[src/rtl/uart_send_pkg.sv]
// rtl/uart_send_pkg.sv - shared types and constants for the uart_send transmitter
package uart_send_pkg;

  localparam int   DEFAULT_DATA_BITS = 8;
  localparam logic TXD_IDLE          = 1'b1;

  typedef enum logic [2:0] {
    IDLE,
    ARM,
    START,
    DATA,
    PARITY,
    STOP
  } state_e;

endpackage

[src/rtl/uart_baud_tick.sv]
// rtl/uart_baud_tick.sv - synchronise clk_baud and turn each rising edge into a one-cycle tick
module uart_baud_tick #(
  parameter int SYNC_STAGES = 2
) (
  input  logic clk_sample,
  input  logic rst,
  input  logic clk_baud,
  output logic baud_tick
);

  logic [SYNC_STAGES-1:0] sync_q;
  logic                   prev_q;

  // Reset low so a clk_baud already high at release is not mistaken for an edge.
  always_ff @(posedge clk_sample or negedge rst) begin
    if (!rst) begin
      sync_q <= '0;
      prev_q <= 1'b0;
    end else begin
      sync_q <= {sync_q[SYNC_STAGES-2:0], clk_baud};
      prev_q <= sync_q[SYNC_STAGES-1];
    end
  end

  assign baud_tick = sync_q[SYNC_STAGES-1] & ~prev_q;

endmodule

[src/rtl/uart_send_tx.sv]
// rtl/uart_send_tx.sv - 8N1 UART transmitter on clk_sample; optional parity bit via UART_SEND_PARITY_EN
module uart_send_tx
  import uart_send_pkg::*;
#(
  parameter int DATA_BITS   = DEFAULT_DATA_BITS,
  parameter int STOP_BITS   = 1,
  parameter int SYNC_STAGES = 2
`ifdef UART_SEND_PARITY_EN
  , parameter bit PARITY_ODD = 1'b0
`endif
) (
  input  logic                 clk_sample,
  input  logic                 rst,
  input  logic                 clk_baud,
  input  logic [DATA_BITS-1:0] din,
  input  logic                 wrn,
  output logic                 txd,
  output logic                 send_over
);

  localparam int CNT_W = (DATA_BITS > 1) ? $clog2(DATA_BITS) : 1;

  logic                   baud_tick;
  logic [SYNC_STAGES-1:0] wrn_sync_q;
  logic                   wrn_prev_q;
  logic                   wr_fall;

  state_e                 state_q, state_d;
  logic [CNT_W-1:0]       bit_cnt_q, bit_cnt_d;
  logic                   stop_cnt_q, stop_cnt_d;
  logic [DATA_BITS-1:0]   shreg_q, shreg_d;
  logic                   txd_q, txd_d;
  logic                   send_over_q, send_over_d;
`ifdef UART_SEND_PARITY_EN
  logic                   parity_q, parity_d;
`endif

  uart_baud_tick #(
    .SYNC_STAGES (SYNC_STAGES)
  ) u_baud_tick (
    .clk_sample (clk_sample),
    .rst        (rst),
    .clk_baud   (clk_baud),
    .baud_tick  (baud_tick)
  );

  // wrn flops reset high, so a strobe already low at release reads as one falling edge.
  always_ff @(posedge clk_sample or negedge rst) begin
    if (!rst) begin
      wrn_sync_q <= '1;
      wrn_prev_q <= 1'b1;
    end else begin
      wrn_sync_q <= {wrn_sync_q[SYNC_STAGES-2:0], wrn};
      wrn_prev_q <= wrn_sync_q[SYNC_STAGES-1];
    end
  end

  assign wr_fall = wrn_prev_q & ~wrn_sync_q[SYNC_STAGES-1];

  always_ff @(posedge clk_sample or negedge rst) begin
    if (!rst) begin
      state_q     <= IDLE;
      bit_cnt_q   <= '0;
      stop_cnt_q  <= 1'b0;
      shreg_q     <= '0;
      txd_q       <= TXD_IDLE;
      send_over_q <= 1'b0;
`ifdef UART_SEND_PARITY_EN
      parity_q    <= 1'b0;
`endif
    end else begin
      state_q     <= state_d;
      bit_cnt_q   <= bit_cnt_d;
      stop_cnt_q  <= stop_cnt_d;
      shreg_q     <= shreg_d;
      txd_q       <= txd_d;
      send_over_q <= send_over_d;
`ifdef UART_SEND_PARITY_EN
      parity_q    <= parity_d;
`endif
    end
  end

  always_comb begin
    state_d     = state_q;
    bit_cnt_d   = bit_cnt_q;
    stop_cnt_d  = stop_cnt_q;
    shreg_d     = shreg_q;
    txd_d       = txd_q;
    send_over_d = 1'b0;
`ifdef UART_SEND_PARITY_EN
    parity_d    = parity_q;
`endif

    case (state_q)
      IDLE: begin
        txd_d = TXD_IDLE;
        if (wr_fall) begin
          shreg_d = din;
          state_d = ARM;
`ifdef UART_SEND_PARITY_EN
          parity_d = (^din) ^ PARITY_ODD;
`endif
        end
      end
      ARM: begin
        if (baud_tick) begin
          state_d = START;
          txd_d   = 1'b0;
        end
      end
      START: begin
        if (baud_tick) begin
          state_d   = DATA;
          txd_d     = shreg_q[0];
          bit_cnt_d = '0;
        end
      end
      DATA: begin
        if (baud_tick) begin
          if (32'(bit_cnt_q) < DATA_BITS - 1) begin
            shreg_d   = {1'b0, shreg_q[DATA_BITS-1:1]};
            txd_d     = shreg_q[1];
            bit_cnt_d = bit_cnt_q + 1'b1;
          end else begin
`ifdef UART_SEND_PARITY_EN
            state_d    = PARITY;
            txd_d      = parity_q;
`else
            state_d    = STOP;
            txd_d      = TXD_IDLE;
            stop_cnt_d = 1'b0;
`endif
          end
        end
      end
`ifdef UART_SEND_PARITY_EN
      PARITY: begin
        if (baud_tick) begin
          state_d    = STOP;
          txd_d      = TXD_IDLE;
          stop_cnt_d = 1'b0;
        end
      end
`endif
      STOP: begin
        if (baud_tick) begin
          if (32'(stop_cnt_q) + 1 < STOP_BITS) begin
            stop_cnt_d = 1'b1;
          end else begin
            state_d     = IDLE;
            send_over_d = 1'b1;
          end
        end
      end
      default: begin
        state_d = IDLE;
        txd_d   = TXD_IDLE;
      end
    endcase
  end

  assign txd       = txd_q;
  assign send_over = send_over_q;

endmodule

[config.mk]
export PLATFORM = sky130hd
export DESIGN_NAME = uart_send_tx
export DESIGN_NICKNAME = d
export VERILOG_FILES = /design/src/rtl/uart_send_pkg.sv /design/src/rtl/uart_baud_tick.sv /design/src/rtl/uart_send_tx.sv
export SDC_FILE = /design/constraint.sdc
export NUM_CORES = 1
export LEC_CHECK = 0
export CORE_AREA = 8 8 51 53
export CTS_CLUSTER_DIAMETER = 80
export DETAILED_ROUTE_END_ITERATION = 6
export DIE_AREA = 0 0 59 61
export PLACE_DENSITY = 0.77
export SETUP_SLACK_MARGIN = 0.05
export SLEW_MARGIN = 20
export SYNTH_ARGS = -nofsm -noshare
export SYNTH_HDL_FRONTEND = slang
export SYNTH_SLANG_ARGS = --single-unit
[constraint.sdc]
create_clock -name clk_sample -period 4.1 [get_ports clk_sample]
set_clock_uncertainty 0.1 [all_clocks]
set_input_delay 0.82 -clock clk_sample [delete_from_list [all_inputs] [get_ports clk_sample]]
set_output_delay 0.82 -clock clk_sample [all_outputs]
set_load 0.05 [all_outputs]
==> flow_metrics.tcl, run 1 <==
set metrics [dict create \
    status "finished clean" \
    grt_util_all_layers_pct 10.4 \
    multi_input_area_sq_um 332 \
    wl_per_cell_microns 13.2 \
    cp-start-kind "flip-flop" \
    min_path_type "reg -> reg" \
    synth_nets 102 \
    pre_cts_slack_ns 1.86 \
    synth-main-ff-cell "dfrtp_1" \
    cts_tree "done" \
    synthesis.area_sq_um 937 \
    critical-path-max-stage-delay_ns 0.80 \
    h-tree-depth 1 \
    cp_slowest_cell "clkdlybuf4s50_1" \
    initial_utilization_pct 50.9 \
    place.gp.congestion 0.819 \
    drtPass1Iterations 4 \
    finalCritPeriodShare_pct 62.8 \
    dpl.hpwl_mm 1.24 \
    cts_resized 0 \
    tightest_slew_ns 0.943 \
    maxSlewViolCount 0 \
    cap_violations 0 \
    n_antenna_cell 0 \
    grt_pass1_vias 671 \
    critical_path_class "reg -> out" \
    io_buffers 13 \
    die_area_sq_um 3600 \
    syn_inst 89 \
    relSlewSlack_pct 37.0 \
    hold_violations 0 \
    fillers 157 \
    path_delay_family "buffers and inverters" \
    power_w 0.000716 \
    cts.sinks 22 \
    synth-seq-cells 22 \
    synth.avg_cell_area_sq_um 10.5 \
    critPathBufInv 1 \
    seqPwrFrac_pct 47.9 \
    whs_ns 0.267 \
    yosysSeqAreaShare_pct 59.3 \
    seq_area_sq_um 556 \
    rsz0062_at_grt "false" \
    synth_edf_count 0 \
    fin_ws_ns 1.52 \
    swShare_pct 34.2 \
    power_frac_comb_pct 29.4 \
    drtIter0Drc 14 \
    routed_wl_mm 1.70 \
    async_flop_share_pct 100 \
    via_count 709 \
    ys_warn_count 0 \
    die_h_microns 61 \
    placed_area_sq_um 1080 \
    cp_max_fo 3 \
    clk_path_buf_depth 2 \
    grt_first_pass_wirelength_mm 2.94 \
    post_cts_buffers 0 \
    peakVddDrop_uv 453 \
    grt_max_degree 23 \
    drt_drc_violations_left 0 \
    drive_gt1_share_pct 9.80 \
    cp_data_required_time_ns 3.18 \
    switching_power_w 0.000245 \
    ioPinCount 14 \
    cts-root-buf "clkbuf_4" \
    viasPerCell 5.50 \
    antenna_found_initial 0 \
    intPower_w 0.000471 \
    rows 16 \
    coreArea_sq_um 1840 \
    fp.dieW_microns 59 \
    holdBufCountCts 0 \
    setup_violations 0 \
    endpoint_kind "output port" \
    setup_tns_ns 0 \
    clk_latency_ns 0.30 \
    clkPwrFrac_pct 22.7 \
    clk_pin_slew_ns 0.12 \
    path_cells "clkdlybuf4s50_1" \
    overflow 0 \
    numCtsBuffers 3 \
    fin_crit_ns 2.58 \
    nets 116 \
    p_per_area_nw_per_um2 629 \
    synth_cell_types 28 \
    max_freq_mhz 388 \
    antenna_left 0 \
    fin_area_sq_um 1140 \
    power_leakage_nw 0.502 \
    area_delta_synth_final_pct 21.4 \
    cp.arrival_ns 1.66 \
]
-- synthesized netlist by cell type (all sizes together), types with 2 or more instances --
master / n / area, sq um
dfrtp: 18 / 450
nand3: 2 / 10.0
nor2: 4 / 15.0
a21oi: 11 / 55.1
nand3b: 2 / 15.0
dfstp: 4 / 105
nand2b: 2 / 12.5
nor3: 2 / 10.0
clkbuf: 4 / 16.3
inv: 9 / 33.8
nand2: 2 / 7.51
o22ai: 8 / 50.1
and3: 2 / 12.5
o21ai: 6 / 30.0
-- registers in the layout, summed over array words and instances, names as in the netlist --
name / count
wrn_sync_q: 2
txd: 1
u_baud_tick.prev_q: 1
state_q: 3
bit_cnt_q: 3
u_baud_tick.sync_q: 2
send_over: 1
shreg_q: 8
wrn_prev_q: 1
-- routing by layer --
| metal | vias up | wire length [microns] | track usage (%) |
|---|---|---|---|
| li1 | 349 | - | - |
| met1 | 334 | 740 | 12.3 |
| met2 | 24 | 808 | 17.9 |
| met3 | 2 | 138 | 2.97 |
| met4 | 0 | 17 | 3.07 |
| met5 | - | 0 | 0 |
-- cell type report --
class	instances	share of cell area, %
Sequential cell	22	48.8
Multi-Input combinational cell	54	29.2
Timing Repair Buffer	13	11.4
Inverter	9	2.97
Tap cell	27	2.97
Clock inverter	1	2.64
Clock buffer	3	1.98
-- kinds of logic (layout without fill, tap and decap cells) --
logic type,after synthesis,count (layout),synth area share (%)
and+or+nand+nor,21,21,13.4
buffers and inverters,13,26,5.34
adders and majority gates,1,1,1.33
AOI/OAI and AO/OA,32,32,20.7
DFF,22,22,59.3
-- power groups by stage --
stage          Sequential [W]  Combinational [W]  Clock [W]
2_1_floorplan        0.000338           0.000157          0
5_1_grt              0.000355           0.000236   0.000175
6_report             0.000343           0.000211   0.000162
3_5_place_dp         0.000347           0.000212          0
4_1_cts              0.000343           0.000214   0.000166
3_3_place_gp         0.000342           0.000204          0
-- layout by cell type, fill, tap and decap left out, types with 2 or more instances in the layout --
cell,instances
nor2_1,4
dfrtp_1,18
clkdlybuf4s50_1,13
nor3_1,2
o21ai_0,6
nand3_1,2
nand2_1,2
nand2b_1,2
nand3b_1,2
o22ai_1,8
clkbuf_4,3
inv_1,9
dfstp_2,4
a21oi_1,11
and3_1,2
-- path summary, 6_finish.rpt --
path                                     from             to  slack (ns)  cells after the start
worst max register to register     state_q[0]     shreg_q[7]        2.14                      4
worst min-delay path            wrn_sync_q[0]  wrn_sync_q[1]        0.27                      0
max in group asynchronous                 rst     shreg_q[6]        2.40                      1
worst min register to register  wrn_sync_q[0]  wrn_sync_q[1]        0.27                      0
min in group asynchronous                 rst   bit_cnt_q[0]        0.93                      1
worst max-delay path                      txd            txd        1.52                      1
-- metrics by stage --
step	utilization [%]	cells
finish	61.8	129
global route	61.8	129
CTS	61.8	129
detailed placement	58.9	125
global placement	58.9	125
floorplan	-	89
Note: power is estimated with default switching activity, not from simulation.
==> run 2, diff against run 1 <==
CORE_AREA = 8 8 46 62   (was 8 8 51 53)
DIE_AREA = 0 0 54 70   (was 0 0 59 61)
PLACE_DENSITY = 0.73   (was 0.77)
clock period = 2.45 ns   (was 4.1 ns; I/O delays follow)
==> run 2 against run 1 <==
Routed wire length is 6.7% higher. Non-clock buffer count is 2 higher. Total power is 54% higher. Worst setup slack worse by 1.3 ns. Cell area is 1.7% lower. Sequential power is 68% higher. Hold slack worse by 0.0040 ns. Sequential cell count stayed put. Core utilization is 4.4 points lower. Count of clock-buffer cells in the layout is 1 higher. First-iteration DRC count is 50% higher. Critical path type unchanged. Critical endpoint unchanged. Highest routed layer unchanged.
==> flow_metrics.tcl, run 2 (synthesis gave the netlist of run 1 again) <==
set metrics [dict create \
    rows 19 \
    grt_first_pass_wirelength_mm 3.10 \
    n_antenna_cell 0 \
    peakVddDrop_uv 438 \
    maxSlewViolCount 0 \
    rsz0062_at_grt "false" \
    path_delay_family "buffers and inverters" \
    endpoint_kind "output port" \
    power_leakage_nw 0.499 \
    pre_cts_slack_ns 0.540 \
    drt_drc_violations_left 0 \
    numCtsBuffers 3 \
    viasPerCell 5.66 \
    h-tree-depth 1 \
    clk_latency_ns 0.31 \
    coreArea_sq_um 1950 \
    finalCritPeriodShare_pct 92.0 \
    largest_reg_flops 8 \
    relSlewSlack_pct 59.4 \
    fin_crit_ns 2.25 \
    wl_per_cell_microns 14.6 \
    critical-path-max-stage-delay_ns 0.80 \
    area_delta_synth_final_pct 19.4 \
    regMostFlops "shreg_q" \
    hold_violations 0 \
    cp_data_required_time_ns 1.86 \
    placed_area_sq_um 1090 \
    r2r-start "state_q[0]" \
    p_per_area_nw_per_um2 984 \
    place.gp.congestion 0.748 \
    cp-start-kind "flip-flop" \
    grt_pass1_vias 708 \
    cap_violations 0 \
    critPathBufInv 1 \
    dpl.hpwl_mm 1.31 \
    critical_path_class "reg -> out" \
    cp.arrival_ns 1.66 \
    whs_ns 0.263 \
    setup_tns_ns 0 \
    setup_violations 0 \
    crit_start "txd" \
    grt_max_degree 23 \
    antenna_found_initial 0 \
    drtIter0Drc 21 \
    cts.sinks 22 \
    status "finished clean" \
    post_cts_buffers 0 \
    tightest_slew_ns 0.609 \
    power_w 0.00110 \
    fin_area_sq_um 1120 \
    die_area_sq_um 3780 \
    antenna_left 0 \
    via_count 708 \
    clk_pin_slew_ns 0.12 \
    max_freq_mhz 444 \
    io_buffers 13 \
    overflow 0 \
    path_cells "clkdlybuf4s50_1" \
    routed_wl_mm 1.82 \
    min_from "wrn_sync_q[0]" \
    final_cell_mix "dfrtp_1 (18), clkdlybuf4s50_1 (13), a21oi_1 (11)" \
    drtPass1Iterations 4 \
    cts_tree "done" \
    cp_slowest_cell "clkdlybuf4s50_1" \
    cp_max_fo 3 \
    ioPinCount 14 \
    grt_util_all_layers_pct 10.2 \
    min_path_type "reg -> reg" \
    holdBufCountCts 0 \
    drive_gt1_share_pct 10.6 \
    fp.dieW_microns 54 \
    initial_utilization_pct 48.1 \
    reg.largest.list "shreg_q: 8 flops, bit_cnt_q: 3 flops, state_q: 3 flops" \
    fin_ws_ns 0.196 \
    layout_commonest_cell "dfrtp_1" \
    die_h_microns 70 \
    cts-root-buf "clkbuf_4" \
    cts_resized 0 \
    clk_path_buf_depth 2 \
    nets 118 \
]
## run 2: changes by cell type in the layout (fill, tap and decap cells not counted)
cell / change
buf_4: +2
clkbuf_1: +1
bufinv_16: -1
## run 2: final cells by class
class / instances / area [sq um]
multi-input cells: 54 / 332
inverters: 9 / 33.8
clock buffers: 4 / 26.3
well taps: 21 / 26.3
flip-flops and latches: 22 / 556
repair buffers: 15 / 145
fillers: 175 / 831
## run 2: routing by layer
layer | global-route usage [%] | part of all wire, % | vias up
met5 | 0 | 0 | -
met4 | 4.12 | 0.93 | 0
met3 | 2.97 | 6.9 | 2
met2 | 15.9 | 47 | 17
met1 | 12.6 | 45 | 337
li1 | - | - | 352
## run 2: worst paths after layout
check                           slack, ns  cells past startpoint                 end
worst max-delay path                 0.20                      1                 txd
worst min-delay path                 0.26                      0       wrn_sync_q[1]
worst max register to register       0.54                      4          shreg_q[6]
worst min register to register       0.26                      0       wrn_sync_q[1]
max in group asynchronous            1.54                      2          wrn_prev_q
min in group asynchronous            0.42                      2  u_baud_tick.prev_q
## run 2: per-stage QoR
| step | instances | util (%) |
|---|---|---|
| after global routing | 125 | 57.4 |
| final | 125 | 57.4 |
| after floorplan | 89 | - |
| after CTS | 125 | 57.4 |
| after global placement | 121 | 56.0 |
| after detailed placement | 121 | 56.0 |
## run 2: power by group
| group | total [W] | internal (W) | switching, W |
|---|---|---|---|
| registers | 0.000575 | 0.000474 | 0.000101 |
| logic | 0.000356 | 0.000152 | 0.000204 |
| clock network | 0.000170 | 0.0000635 | 0.000106 |
